==> config.mk <==
export PLATFORM = sky130hd
export DESIGN_NAME = ddr2_traffic_gen
export DESIGN_NICKNAME = d
export VERILOG_FILES = /design/src/rtl/ddr2_traffic_gen.sv
export SDC_FILE = /design/constraint.sdc
export NUM_CORES = 1
export LEC_CHECK = 0
export CAP_MARGIN = 0
export CORE_ASPECT_RATIO = 1.2
export CORE_UTILIZATION = 40
export DETAILED_ROUTE_END_ITERATION = 6
export PLACE_DENSITY = 0.7
export RECOVER_POWER = 100
export SYNTH_ARGS = -nofsm -noshare
export SYNTH_HDL_FRONTEND = slang
export SYNTH_SLANG_ARGS = --single-unit
==> constraint.sdc <==
create_clock -name clk -period 13.2 [get_ports clk]
set_input_delay 1.98 -clock clk [delete_from_list [all_inputs] [get_ports clk]]
set_output_delay 1.98 -clock clk [all_outputs]
set_load 0.01 [all_outputs]
==> src/rtl/ddr2_traffic_gen.sv <==
// ddr2_traffic_gen: burst traffic generator and read-data checker placed in
// front of the DDR2 controller's user-side write/read master pair. It issues
// programmable bursts of incrementing data and verifies the read-back stream.
module ddr2_traffic_gen #(
  parameter int ADDR_WIDTH = 27,
  parameter int DATA_WIDTH = 16,
  parameter int LEN_WIDTH  = 8,
  parameter int GAP_WIDTH  = 16,
  parameter int CNT_WIDTH  = 16
) (
  input  logic                  clk,
  input  logic                  rst,
  input  logic                  init_end,
  input  logic                  start,
  input  logic                  stop,
  input  logic [1:0]            cfg_mode,
  input  logic [LEN_WIDTH-1:0]  cfg_len,
  input  logic [GAP_WIDTH-1:0]  cfg_gap,
  input  logic [CNT_WIDTH-1:0]  cfg_num,
  input  logic [ADDR_WIDTH-1:0] cfg_base,
  output logic                  wr_trig,
  output logic [LEN_WIDTH-1:0]  wr_len,
  output logic [ADDR_WIDTH-1:0] wr_addr,
  output logic [DATA_WIDTH-1:0] wr_data,
  input  logic                  wr_data_en,
  input  logic                  wr_ready,
  input  logic                  wr_done,
  output logic                  rd_trig,
  output logic [LEN_WIDTH-1:0]  rd_len,
  output logic [ADDR_WIDTH-1:0] rd_addr,
  input  logic                  rd_ready,
  input  logic [DATA_WIDTH-1:0] rd_data,
  input  logic                  rd_data_en,
  input  logic                  rd_done,
  output logic                  busy,
  output logic                  done,
  output logic [CNT_WIDTH-1:0]  burst_cnt,
  output logic [CNT_WIDTH-1:0]  err_cnt,
  output logic [ADDR_WIDTH-1:0] first_err_addr,
  output logic                  proto_err
);

  typedef enum logic [2:0] {
    ST_IDLE, ST_GAP, ST_WR_REQ, ST_WR_WAIT, ST_RD_REQ, ST_RD_WAIT, ST_FIN
  } state_t;

  state_t                state, state_n;

  logic [1:0]            mode_q;
  logic [LEN_WIDTH-1:0]  len_q;
  logic [GAP_WIDTH-1:0]  gap_q;
  logic [CNT_WIDTH-1:0]  num_q;
  logic [ADDR_WIDTH-1:0] base_q;
  logic [GAP_WIDTH-1:0]  gap_cnt;
  logic [ADDR_WIDTH-1:0] addr_q;
  logic [DATA_WIDTH-1:0] wdata_q;
  logic [DATA_WIDTH-1:0] exp_q;
  logic [DATA_WIDTH-1:0] snap_q;
  logic [LEN_WIDTH:0]    beat_cnt;
  logic [CNT_WIDTH-1:0]  pass_cnt;
  logic                  rd_phase;
  logic                  stop_pend;

  logic                  start_ok;
  logic                  stop_now;
  logic                  pair_open;
  logic                  beat_en;
  logic [LEN_WIDTH:0]    beats_now;
  logic                  wr_end;
  logic                  rd_end;
  logic                  last_pass;

  // Error counter must stick at all-ones rather than wrap back to zero.
  function automatic logic [CNT_WIDTH-1:0] sat_inc(input logic [CNT_WIDTH-1:0] v);
    return (&v) ? v : v + 1'b1;
  endfunction

  assign start_ok  = (state == ST_IDLE) && start && init_end;
  assign stop_now  = stop || stop_pend;
  // In interleaved mode a write without its read-back is incomplete, so a
  // stop is held off until the read of the pair finishes.
  assign pair_open = (mode_q == 2'd3) && rd_phase;
  assign beat_en   = ((state == ST_WR_WAIT) && wr_data_en) ||
                     ((state == ST_RD_WAIT) && rd_data_en);
  assign beats_now = beat_cnt + (LEN_WIDTH+1)'(beat_en);
  assign wr_end    = (state == ST_WR_WAIT) && wr_done;
  assign rd_end    = (state == ST_RD_WAIT) && rd_done;
  assign last_pass = (num_q != '0) && ((pass_cnt + 1'b1) == num_q);

  assign wr_addr = addr_q;
  assign rd_addr = addr_q;
  assign wr_len  = len_q;
  assign rd_len  = len_q;
  assign wr_data = wdata_q;

  // State register.
  always_ff @(posedge clk or posedge rst) begin
    if (rst) state <= ST_IDLE;
    else     state <= state_n;
  end

  // Next-state selection: gap, request handshake, wait for burst completion.
  always_comb begin
    state_n = state;
    case (state)
      ST_IDLE:    if (start_ok) state_n = ST_GAP;
      ST_GAP: begin
        if (stop_now && !pair_open) state_n = ST_FIN;
        else if (gap_cnt == '0)     state_n = rd_phase ? ST_RD_REQ : ST_WR_REQ;
      end
      ST_WR_REQ:  if (wr_trig && wr_ready) state_n = ST_WR_WAIT;
      ST_WR_WAIT: begin
        if (wr_done) begin
          if ((mode_q == 2'd3) || ((mode_q == 2'd2) && last_pass && !stop_now))
            state_n = ST_GAP;
          else
            state_n = (stop_now || last_pass) ? ST_FIN : ST_GAP;
        end
      end
      ST_RD_REQ:  if (rd_trig && rd_ready) state_n = ST_RD_WAIT;
      ST_RD_WAIT: if (rd_done) state_n = (stop_now || last_pass) ? ST_FIN : ST_GAP;
      ST_FIN:     state_n = ST_IDLE;
      default:    state_n = ST_IDLE;
    endcase
  end

  // Registered handshake and run-status flags, derived from the next state.
  always_ff @(posedge clk or posedge rst) begin
    if (rst) begin
      wr_trig <= 1'b0;
      rd_trig <= 1'b0;
      busy    <= 1'b0;
      done    <= 1'b0;
    end else begin
      wr_trig <= (state_n == ST_WR_REQ);
      rd_trig <= (state_n == ST_RD_REQ);
      busy    <= (state_n != ST_IDLE) && (state_n != ST_FIN);
      done    <= (state_n == ST_FIN);
    end
  end

  // Configuration latch, address/pattern sequencing, read check and status.
  always_ff @(posedge clk or posedge rst) begin
    if (rst) begin
      mode_q         <= '0;
      len_q          <= '0;
      gap_q          <= '0;
      num_q          <= '0;
      base_q         <= '0;
      gap_cnt        <= '0;
      addr_q         <= '0;
      wdata_q        <= DATA_WIDTH'(1);
      exp_q          <= DATA_WIDTH'(1);
      snap_q         <= DATA_WIDTH'(1);
      beat_cnt       <= '0;
      pass_cnt       <= '0;
      rd_phase       <= 1'b0;
      stop_pend      <= 1'b0;
      burst_cnt      <= '0;
      err_cnt        <= '0;
      first_err_addr <= '0;
      proto_err      <= 1'b0;
    end else if (start_ok) begin
      mode_q         <= cfg_mode;
      len_q          <= (cfg_len == '0) ? LEN_WIDTH'(1) : cfg_len;
      gap_q          <= cfg_gap;
      num_q          <= ((cfg_mode == 2'd2) && (cfg_num == '0)) ? CNT_WIDTH'(1) : cfg_num;
      base_q         <= cfg_base;
      gap_cnt        <= cfg_gap;
      addr_q         <= cfg_base;
      wdata_q        <= DATA_WIDTH'(1);
      exp_q          <= DATA_WIDTH'(1);
      snap_q         <= DATA_WIDTH'(1);
      beat_cnt       <= '0;
      pass_cnt       <= '0;
      rd_phase       <= (cfg_mode == 2'd1);
      stop_pend      <= 1'b0;
      burst_cnt      <= '0;
      err_cnt        <= '0;
      first_err_addr <= '0;
      proto_err      <= 1'b0;
    end else begin
      if (state == ST_FIN)                    stop_pend <= 1'b0;
      else if ((state != ST_IDLE) && stop)    stop_pend <= 1'b1;

      if ((state_n == ST_GAP) && (state != ST_GAP))  gap_cnt <= gap_q;
      else if ((state == ST_GAP) && (gap_cnt != '0)) gap_cnt <= gap_cnt - 1'b1;

      if ((state != ST_IDLE) && wr_data_en) wdata_q <= wdata_q + 1'b1;

      if ((state == ST_GAP) && (state_n == ST_WR_REQ)) snap_q <= wdata_q;

      if ((state == ST_WR_REQ) || (state == ST_RD_REQ)) beat_cnt <= '0;
      else if (beat_en)                                 beat_cnt <= beats_now;

      if ((state == ST_RD_WAIT) && rd_data_en) begin
        exp_q <= exp_q + 1'b1;
        if (rd_data != exp_q) begin
          err_cnt <= sat_inc(err_cnt);
          if (err_cnt == '0) first_err_addr <= addr_q;
        end
      end

      if (wr_end || rd_end) begin
        if (beats_now != {1'b0, len_q}) proto_err <= 1'b1;
        if (wr_end && (mode_q == 2'd3)) begin
          rd_phase <= 1'b1;
          exp_q    <= snap_q;
        end else if (wr_end && (mode_q == 2'd2) && last_pass) begin
          addr_q    <= base_q;
          exp_q     <= DATA_WIDTH'(1);
          pass_cnt  <= '0;
          rd_phase  <= 1'b1;
          burst_cnt <= burst_cnt + 1'b1;
        end else begin
          addr_q    <= addr_q + ADDR_WIDTH'({len_q, 1'b0});
          burst_cnt <= burst_cnt + 1'b1;
          pass_cnt  <= pass_cnt + 1'b1;
          if (mode_q == 2'd3) rd_phase <= 1'b0;
        end
      end
    end
  end

endmodule

==> impl_metrics.py <==
metrics = {
    "run_status": {
        "status": "finished with violations",
        "failed_checks": "capacitance limit, slew limit",
    },
    "layout": {
        "finalNetCount": 1859,
        "drive_gt1_frac": 0.0459,
        "fillers": 3187,
        "fin_area_um2": 17200,
        "syn_to_final_growth_pct": 24.5,
        "post-route-util": 0.505,
    },
    "synth": {
        "yosysWarningCount": 0,
        "yosysSeqAreaShare": 0.460,
        "ys_types": 82,
        "avgSynthCellArea_um2": 8.79,
        "syn_inst": 1574,
        "synth-edff-count": 0,
        "mappedNetlistArea_um2": 13800,
        "ys.flop_type": "dfrtp_1",
        "async_flop_share": 1.00,
        "yosys_register_bits": 254,
        "mappedNetlistNets": 1689,
    },
    "floorplanning": {
        "die_width_um": 172,
        "coreArea_um2": 34100,
        "io_pins": 246,
        "rows": 74,
        "fp.dieH_um": 206,
        "die_area_um2": 35300,
        "initial_core_util": 0.406,
    },
    "detailed_routing": {
        "detail_route.vias_per_cell": 5.41,
        "ant_nets": 0,
        "firstDrtPassIters": 5,
        "vias": 12000,
        "wirelength_mm": 39.1,
        "drtIter0Drc": 767,
        "drc": 0,
        "post_drt_wl_per_cell_um": 17.6,
    },
    "min_path": {
        "hp-class": "register to register",
        "hold_depth": 2,
        "min_from": "gap_q[1]",
    },
    "placement": {
        "dp_slack_ns": 8.00,
        "place.detailed.hpwl_mm": 27.6,
        "dpl_cell_area_um2": 16400,
        "place.gp.congestion": 0.917,
        "port_buffers": 245,
    },
    "critical_path": {
        "rr_worst_depth": 6,
        "crit_chain": "dlygate4sd3_1 -> nand2_1 -> or4_1 -> clkbuf_1 -> nand2_1 -> nand4_1 -> o31a_1 -> a31oi_1",
        "worstPathMaxFanout": 82,
        "startpoint_type": "input pin",
        "critPathKind": "input pin to register",
        "arrival_ns": 7.92,
        "critPathSlowestCell": "or4_1",
        "crit-reg2reg-launch": "state[0]",
        "cp.required_ns": 13.51,
        "crit_path_frequent_cell": "nand2_1",
        "end_kind": "register",
        "slowest_delay_ns": 2.18,
        "cp-startpoint": "start",
    },
    "clocking": {
        "clkTransAtPathRegs_ns": 0.06,
        "numCtsBuffers": 27,
        "clkLatencyLatePin_ns": 0.55,
        "cts.sinks": 254,
        "cts_buffer_depth": 3,
        "htreeDepth": 1,
        "cts_resized": 0,
        "postCtsSetupRepairBufs": 0,
        "cts_root_buffer": "clkbuf_16",
        "cts_tree": "done",
        "postCtsHoldBufs": 0,
    },
    "power_and_ir_drop": {
        "p_int_uw": 2080,
        "switching_share": 0.381,
        "clkPwrFrac": 0.241,
        "p_per_area_nw_per_um2": 195,
        "ir_drop_uv": 113,
        "power.leakage_uw": 0.00776,
        "power.share.combinational": 0.376,
        "power_switching_uw": 1280,
        "p_seq_frac": 0.383,
    },
    "sta": {
        "finalCritPeriodShare": 0.576,
        "rsz0062_at_grt": "no",
        "finalClockSkew_ns": 0.0171,
        "fmax_mhz": 132,
        "timing.final.max_slew_violations": 424,
        "finalSetupViolations": 0,
        "hold_violations": 0,
        "setup_ws_ns": 5.60,
        "worst_pin_slew_ns": 6.04,
        "tns_ns": 0,
        "max-slew-margin-rel": -3.05,
        "period_minus_slack_ns": 7.60,
    },
    "global_route": {
        "antenna_found_initial": 2,
        "grt_max_degree": 140,
        "overflow": 0,
        "grt_pass1_wl_mm": 62.0,
        "grt_pass1_vias": 11700,
        "grt_usage": 0.221,
    },
    "run": {
        "maxCapViolCount": 5,
    },
}
[per-stage QoR]
step | hold slack, ns | power, uW | cells
global route | 0.492 | 3580 | 2221
CTS | 0.477 | 3460 | 2219
floorplan | 0.436 | 2100 | 1574
finish | 0.469 | 3350 | 2221
detailed placement | 0.462 | 2650 | 2171
global placement | 0.456 | 2600 | 2171
[logic make-up after synthesis]
group | count (synthesis) | synth area share
buffers and inverters | 143 | 0.0503
AND/OR/NAND/NOR | 736 | 0.247
adder cells (fa/ha/maj) | 19 | 0.0177
multiplexers | 27 | 0.0234
AO/OA/AOI/OAI | 274 | 0.125
XOR/XNOR | 121 | 0.0766
flip-flops | 254 | 0.460
[cell type report]
class	instances	area, um2	area share
sequential	254	6360	0.369
multi-input combinational	1177	6740	0.391
clock buffer	39	781	0.0453
antenna	2	5.00	0.000291
clock inverter	9	154	0.00894
timing repair buffer	253	2500	0.145
inverter	31	118	0.00683
tap	456	571	0.0331
[power groups by stage]
stage                     clock network [uW]  registers (uW)  logic (uW)
after floorplan                            0            1240         858
after global placement                     0            1300        1310
after detailed placement                   0            1300        1340
after CTS                                822            1290        1350
after global routing                     855            1320        1410
final                                    809            1280        1260
[metal layers]
layer  global-route usage  routed length, um  vias to the layer above
met3               0.0271               2000                       69
met1                0.283              16400                     5876
met5                    0                  0                        -
met2                0.380              19500                      339
met4               0.0809               1170                        0
li1                     -                  -                     5735
[cells in the final DEF (no fill, tap or decap), types with 11 or more instances in the layout]
master             n
nor2_1           118
inv_1             29
dlygate4sd3_1    154
xor2_1            71
nand4_1           22
nor3_1            53
o21ai_0          118
o31ai_1           12
nor4_1            23
or3_1             20
dfrtp_1          251
a31oi_1           16
nor2b_1           12
clkdlybuf4s50_1   91
a21oi_1           46
clkbuf_16         27
nand3_1           45
mux2i_1           11
nand2_1          366
xnor2_1           50
and3_1            27
ha_1              18
[path summary, 6_finish.rpt]
| check | slack [ns] | end |
|---|---|---|
| setup / recovery | 5.60 | rd_addr[26] |
| hold / removal | 0.47 | gap_q[1] |
| setup reg to reg | 6.98 | rd_addr[26] |
| hold reg to reg | 0.47 | gap_q[1] |
| max in group asynchronous | 6.77 | snap_q[12] |
| min in group asynchronous | 3.79 | first_err_addr[23] |
[synthesized netlist by cell type, types with 5 or more instances]
library cell  number  area [um2]
nand3_1           45         225
a22o_1             5        43.8
or3_1             20         125
nor2b_1           12        75.1
clkbuf_1          61         229
inv_1             29         109
a21oi_1           46         230
a22oi_1            6        45.0
o21ai_1           20         100
mux2i_1           11         110
and4_1             7        61.3
mux2_4             9         135
nand4_1           22         138
nor4_1            22         138
or4_1              5        37.5
o31ai_1           12        90.1
nor3_1            53         265
nor2_1           118         443
buf_4             37         278
mux2_2             7        78.8
o211ai_1           8        60.1
dfrtp_1          251        6280
a31oi_1           15        93.8
and3_1            27         169
nand2_1          366        1370
xnor2_1           50         438
ha_1              18         225
a211oi_1          10        75.1
o21ai_0          100         500
o21a_1             7        52.6
buf_2             10        50.1
nand2b_1           5        31.3
and2_1             7        43.8
xor2_1            71         622
[state kept, by name, summed over array words and instances (netlist names), 16 cells and up]
signal / count
num_q: 16
wr_data: 16
base_q: 27
burst_cnt: 16
pass_cnt: 16
snap_q: 16
gap_cnt: 16
err_cnt: 16
rd_addr: 27
gap_q: 16
exp_q: 16
first_err_addr: 27
[critical path, delay by kind of cell]
kind	cells	cell delay, ns
compound gates	2	0.24
simple gates	4	3.35
buf+inv	2	2.31
No activity file was read; power rests on OpenSTA's default activity.
==> edit 1 (same flow settings) <==
`GAP_WIDTH`: 16 -> 24.
--- a/src/rtl/ddr2_traffic_gen.sv
+++ b/src/rtl/ddr2_traffic_gen.sv
@@ -7,3 +7,3 @@
   parameter int LEN_WIDTH  = 8,
-  parameter int GAP_WIDTH  = 16,
+  parameter int GAP_WIDTH  = 24,
   parameter int CNT_WIDTH  = 16
Interface: changed (resized cfg_gap); port bits go from 246 to 254. No check against the original RTL was run, so the function may have changed too.
==> edit 1 against the original RTL <==
Global-route usage increased by 0.43 points; total power increased by 3.3%; largest cell class unchanged; setup slack improved by 0.38 ns; first-iteration DRC count increased by 39%; sequential share of layout area increased by 0.39 points; fmax increased by 5.3%; cell area increased by 5.2%; routed wire length increased by 7.6%; highest routed layer unchanged; synthesized area increased by 6.0%; the run still ends with capacitance limit, slew limit left; sequential cell count increased by 16.
==> edit 1: results (changes against the original RTL) <==
----------------------------------------------------
[Outcome]
  Result of the run ... finished with violations (unchanged)
  Violations in the final reports ... capacitance limit, slew limit (unchanged)

[Yosys]
  Mux contribution to synthesized area ... 0.03397 (was 0.02343)
  Post-synthesis net count ... 1787 (was 1689)
  Xor and xnor area share after synthesis ... 0.07707 (was 0.07664)
  Fraction of the mapped netlist area in compound gates ... 0.1198 (was 0.1252)
  Seq/Total Area, Yosys ... 0.4612 (was 0.4599)
  Instance count of the mapped netlist ... 1665 (was 1574)
  Top cells by area, synth ... dfrtp_1, nand2_1, xnor2_1, xor2_1, o21ai_0 (was dfrtp_1, nand2_1, xor2_1, o21ai_0, nor2_1)
  Area share of fa/ha/maj cells after synthesis ... 0.01588 (was 0.01773)
  Synth warnings ... 0 (unchanged)
  Top cells by count, synth ... nand2_1, dfrtp_1, nor2_1 (unchanged)

[Global route]
  Maximum number of pins on one net before global-route repair ... 155 (was 140)
  Aggregate global-route resource usage ... 0.2252 (was 0.2210)
  First-pass GRT wire length ... 66650 µm (was 62020 µm)
  Via count of the first global-routing pass ... 12160 (was 11660)

[CTS]
  TritonCTS Buffers ... 29 (was 27)

[Detailed routing]
  Violation count after the first detailed-routing iteration ... 1069 (was 767)
  Drt first pass iters ... 6 (was 5)
  Routed vias/inst ... 5.416 (was 5.412)
  Via count ... 12650 (was 12020)
  Detailed-route wire length ... 42010 µm (was 39050 µm)

[Placement]
  Total half-perimeter wirelength after legalization and detailed placement ... 29740 µm (was 27590 µm)
  RD Place Congestion ... 0.8998 (was 0.9165)
  Number of instances in the placed design ... 2280 (was 2171)
  Count of input and output buffers ... 253 (was 245)

[Flow run]
  Max-cap viol count ... 8 (was 5)

[Worst hold path]
  Hold Path Sink ... gap_q[10] (was gap_q[1])
  Hold Crit Class ... register to register (unchanged)
  Launch point of the worst hold path ... gap_q[10] (was gap_q[1])

[STA]
  Worst slew margin ... -2.565 (was -3.052)
  Final Skew ... 0.009553 ns (was 0.01708 ns)
  Max-slew violation count ... 474 (was 424)

[Setup path]
  Logic depth of the worst register-to-register path ... 11 (was 6)
  FF-to-FF End ... gap_cnt[15] (was rd_addr[26])
  Worst reg2reg path startpoint ... pass_cnt[0] (was state[0])
  R2R Setup Slk ... 6.56 ns (was 6.98 ns)
  Worst-path maximum fanout ... 56 (was 82)

[Power]
  Leakage ... 0.008136 µW (was 0.007762 µW)
  Worst vdd rail ir drop ... 0.1043 mV (was 0.1135 mV)

[Finish]
  Fraction of final layout cells with drive strength greater than 1 ... 0.04243 (was 0.04594)
  Net count reported at finish ... 1965 (was 1859)
  Filler cell count ... 3339 (was 3187)

----------------------------------------------------
-- edit 1: final cells by class --
type                            instances  area, µm²  area share
Multi-Input combinational cell       1251       7098      0.3918
Timing Repair Buffer                  266       2609      0.1440
Clock buffer                           36      782.0     0.04316
Sequential cell                       270       6760      0.3731
Tap cell                              468      585.6     0.03232
Inverter                               25      95.09    0.005249
Antenna cell                            5      12.51   0.0006906
Clock inverter                         14      175.2    0.009668
-- edit 1: critical path, cell delays in order --
cell and delay, ns:
dlygate4sd3_1 0.53, nand2_1 0.13, nor4_1 0.25, clkbuf_1 1.85, clkbuf_1 1.58, nor2_2 0.09, clkbuf_1 0.62, nor3_1 0.35
o221ai_1 0.16, nand3_1 0.12
-- edit 1: worst max-delay path by stage --
stage                     cells past startpoint   startpoint     endpoint
final                                        10     init_end  rd_addr[18]
after global routing                         11     init_end  rd_addr[24]
after CTS                                    10  pass_cnt[0]  rd_addr[11]
after detailed placement                     14   rd_data_en    proto_err
after global placement                       14   rd_data_en    proto_err
after floorplan                               1          rst    base_q[0]
-- edit 1: kinds of logic (layout without fill, tap and decap cells) --
| kind of cell | count (synthesis) | after routing |
|---|---|---|
| simple gates | 782 | 782 |
| compound gates | 282 | 282 |
| mux | 40 | 40 |
| fa+ha+maj | 18 | 18 |
| flops | 270 | 270 |
| xor+xnor | 129 | 129 |
| other cells | 0 | 5 |
| buf+inv | 144 | 341 |
-- edit 1: stage by stage --
stage | setup WS, ns | hold slack (ns) | instance area, µm²
floorplan | 3.786 | 0.4341 | 14660
global placement | 7.768 | 0.4475 | 17300
detailed placement | 7.690 | 0.4601 | 17300
CTS | 8.212 | 0.4759 | 18260
global route | 5.441 | 0.4917 | 18110
finish | 5.981 | 0.4663 | 18120
-- edit 1: report_power, final --
group          internal (µW)  switching, µW
registers               1080            287
logic                    586            679
clock network            480            348
total                   2150           1310
-- edit 1: metal layers --
metal  global-route usage  up-vias  part of all wire
met2               0.3759      432              0.49
met3              0.03448      106             0.059
li1                     -     6046                 -
met4               0.1029        0             0.040
met1               0.2864     6062              0.42
met5                    0        -                 0
==> edit 2 (config.mk and constraints unchanged) <==
Without the edit above. Register the input `cfg_base` before use. The logic sees it one clock later. The other inputs are not delayed to match.
--- a/src/rtl/ddr2_traffic_gen.sv
+++ b/src/rtl/ddr2_traffic_gen.sv
@@ -46,2 +46,8 @@
 
+  logic [ADDR_WIDTH-1:0] cfg_base_q;
+
+  always_ff @(posedge clk) begin
+    cfg_base_q <= cfg_base;
+  end
+
   state_t                state, state_n;
@@ -167,5 +173,5 @@
       num_q          <= ((cfg_mode == 2'd2) && (cfg_num == '0)) ? CNT_WIDTH'(1) : cfg_num;
-      base_q         <= cfg_base;
+      base_q         <= cfg_base_q;
       gap_cnt        <= cfg_gap;
-      addr_q         <= cfg_base;
+      addr_q         <= cfg_base_q;
       wdata_q        <= DATA_WIDTH'(1);
Formal check against the unedited RTL: not equivalent (Yosys sat finds a counterexample within 4 cycles, from zero or initial values and one cycle with rst high).
==> edit 2 against the original RTL <==
The flow still finishes with violations (capacitance limit, slew limit); highest routed layer unchanged; sequential cell count rose by 27; register-to-register slack got worse by 1.2 ns; sequential power rose by 8%; via count barely moved; count of clock-buffer cells in the layout rose by 1; setup slack got worse by 0.73 ns; routed wire length rose by 0.31%; synthesized area rose by 3.1%; total power rose by 5.1%; cell area rose by 2.5%.
==> edit 2: results (changes against the original RTL) <==
----------------------------------------------------
[Yosys]
  Top cells by area, synth ... dfrtp_1, nand2_1, xor2_1, dfxtp_1, o21ai_0 (was dfrtp_1, nand2_1, xor2_1, o21ai_0, nor2_1)
  Number of unique standard cell types used by synthesis ... 77 (was 82)
  Fraction of registers with async set or reset after synthesis ... 0.9039 (was 1.000)
  Seq/Total Area, Yosys ... 0.4841 (was 0.4599)

[Finish]
  Filler cell count ... 3275 (was 3187)
  Net count reported at finish ... 1863 (was 1859)
  Fraction of final layout cells with drive strength greater than 1 ... 0.04740 (was 0.04594)

[STA]
  Max-slew violation count ... 408 (was 424)
  Final Skew ... 0.02362 ns (was 0.01708 ns)

[Power]
  Worst vdd rail ir drop ... 0.1169 mV (was 0.1135 mV)
  Leakage ... 0.008125 µW (was 0.007762 µW)

[Detailed routing]
  Average wire length per cell after detail routing ... 17.53 µm (was 17.58 µm)
  Via count ... 12010 (was 12020)
  Violation count after the first detailed-routing iteration ... 783 (was 767)

[Setup path]
  Slowest library cell on the worst path ... clkbuf_1 (was or4_1)
  Worst-path maximum fanout ... 91 (was 82)
  Logic depth of the worst register-to-register path ... 9 (was 6)

[Outcome]
  Result of the run ... finished with violations (unchanged)
  Violations in the final reports ... capacitance limit, slew limit (unchanged)

[Global route]
  Met3 Usage GRT ... 0.02875 (was 0.02712)
  Aggregate global-route resource usage ... 0.2150 (was 0.2210)
  Initial antenna violation count ... 1 (was 2)
  Maximum number of pins on one net before global-route repair ... 145 (was 140)

[Placement]
  RD Place Congestion ... 0.8806 (was 0.9165)
  Total half-perimeter wirelength after legalization and detailed placement ... 27330 µm (was 27590 µm)

[CTS]
  Worst-Skew Late Latency ... 0.57 ns (was 0.55 ns)

[Flow run]
  Max-cap viol count ... 6 (was 5)

----------------------------------------------------
edit 2: cell types whose count changed after synthesis, sizes merged, moves of 7 or more:
cell and change:
mux2i +11, o21ai -12, a31oi -7, dfxtp +27
nand2 -10, clkbuf -13, buf +12, nor3 -12
nor2 -10, nand3 +7, nand4 +9
edit 2: path summary, 6_finish.rpt:
check / from / slack [ns] / to
setup / recovery: start / 4.87 / rd_addr[26]
hold / removal: cfg_base_q[13] / 0.44 / base_q[13]
setup reg to reg: state[1] / 5.81 / rd_addr[26]
hold reg to reg: cfg_base_q[13] / 0.44 / base_q[13]
max in group asynchronous: rst / 6.40 / wr_data[1]
min in group asynchronous: rst / 3.91 / rd_addr[6]
edit 2: routing by layer:
metal	wire length, µm	up-vias
met5	0	-
met4	1222	0
li1	-	5713
met1	16930	5833
met3	2236	74
met2	18780	388
edit 2: cell families after synthesis:
family,count (synthesis),synth area share
and+or+nand+nor,716,0.2304
DFF,281,0.4841
AOI/OAI and AO/OA,246,0.1060
buffers and inverters,149,0.05486
xor gates and xnor gates,127,0.07804
muxes,38,0.03020
adders and majority gates,18,0.01633
edit 2: through the flow:
| step | cells | util | cell area, µm² | power [µW] | setup slack [ns] |
|---|---|---|---|---|---|
| after floorplan | 1575 | - | 14250 | 2232 | 4.240 |
| after global placement | 2180 | 0.4788 | 16760 | 2726 | 7.963 |
| after detailed placement | 2180 | 0.4788 | 16760 | 2772 | 7.874 |
| after CTS | 2234 | 0.5075 | 17760 | 3643 | 8.473 |
| after global routing | 2235 | 0.5043 | 17650 | 3756 | 4.332 |
| final | 2235 | 0.5043 | 17650 | 3525 | 4.869 |
edit 2: final cells by class:
class,count,area share
sequential,281,0.3909
multi-input combinational,1145,0.3693
timing repair buffer,255,0.1421
clock buffer,40,0.04855
tap,462,0.03275
clock inverter,14,0.008293
inverter,37,0.007939
antenna,1,0.0001418
edit 2: report_power, final:
| part | leakage, µW | internal [µW] | switching (µW) |
|---|---|---|---|
| Sequential | 0.00352 | 1110 | 271 |
| Combinational | 0.00411 | 588 | 696 |
| Clock | 0.000491 | 495 | 363 |
edit 2: worst register-to-register path, delay by kind of cell (launching register included):
| family | cells | cell delay (ns) |
|---|---|---|
| DFF | 1 | 0.54 |
| AOI/OAI and AO/OA | 1 | 0.18 |
| and+or+nand+nor | 5 | 2.66 |
| buffers and inverters | 2 | 3.82 |
| muxes | 1 | 0.09 |
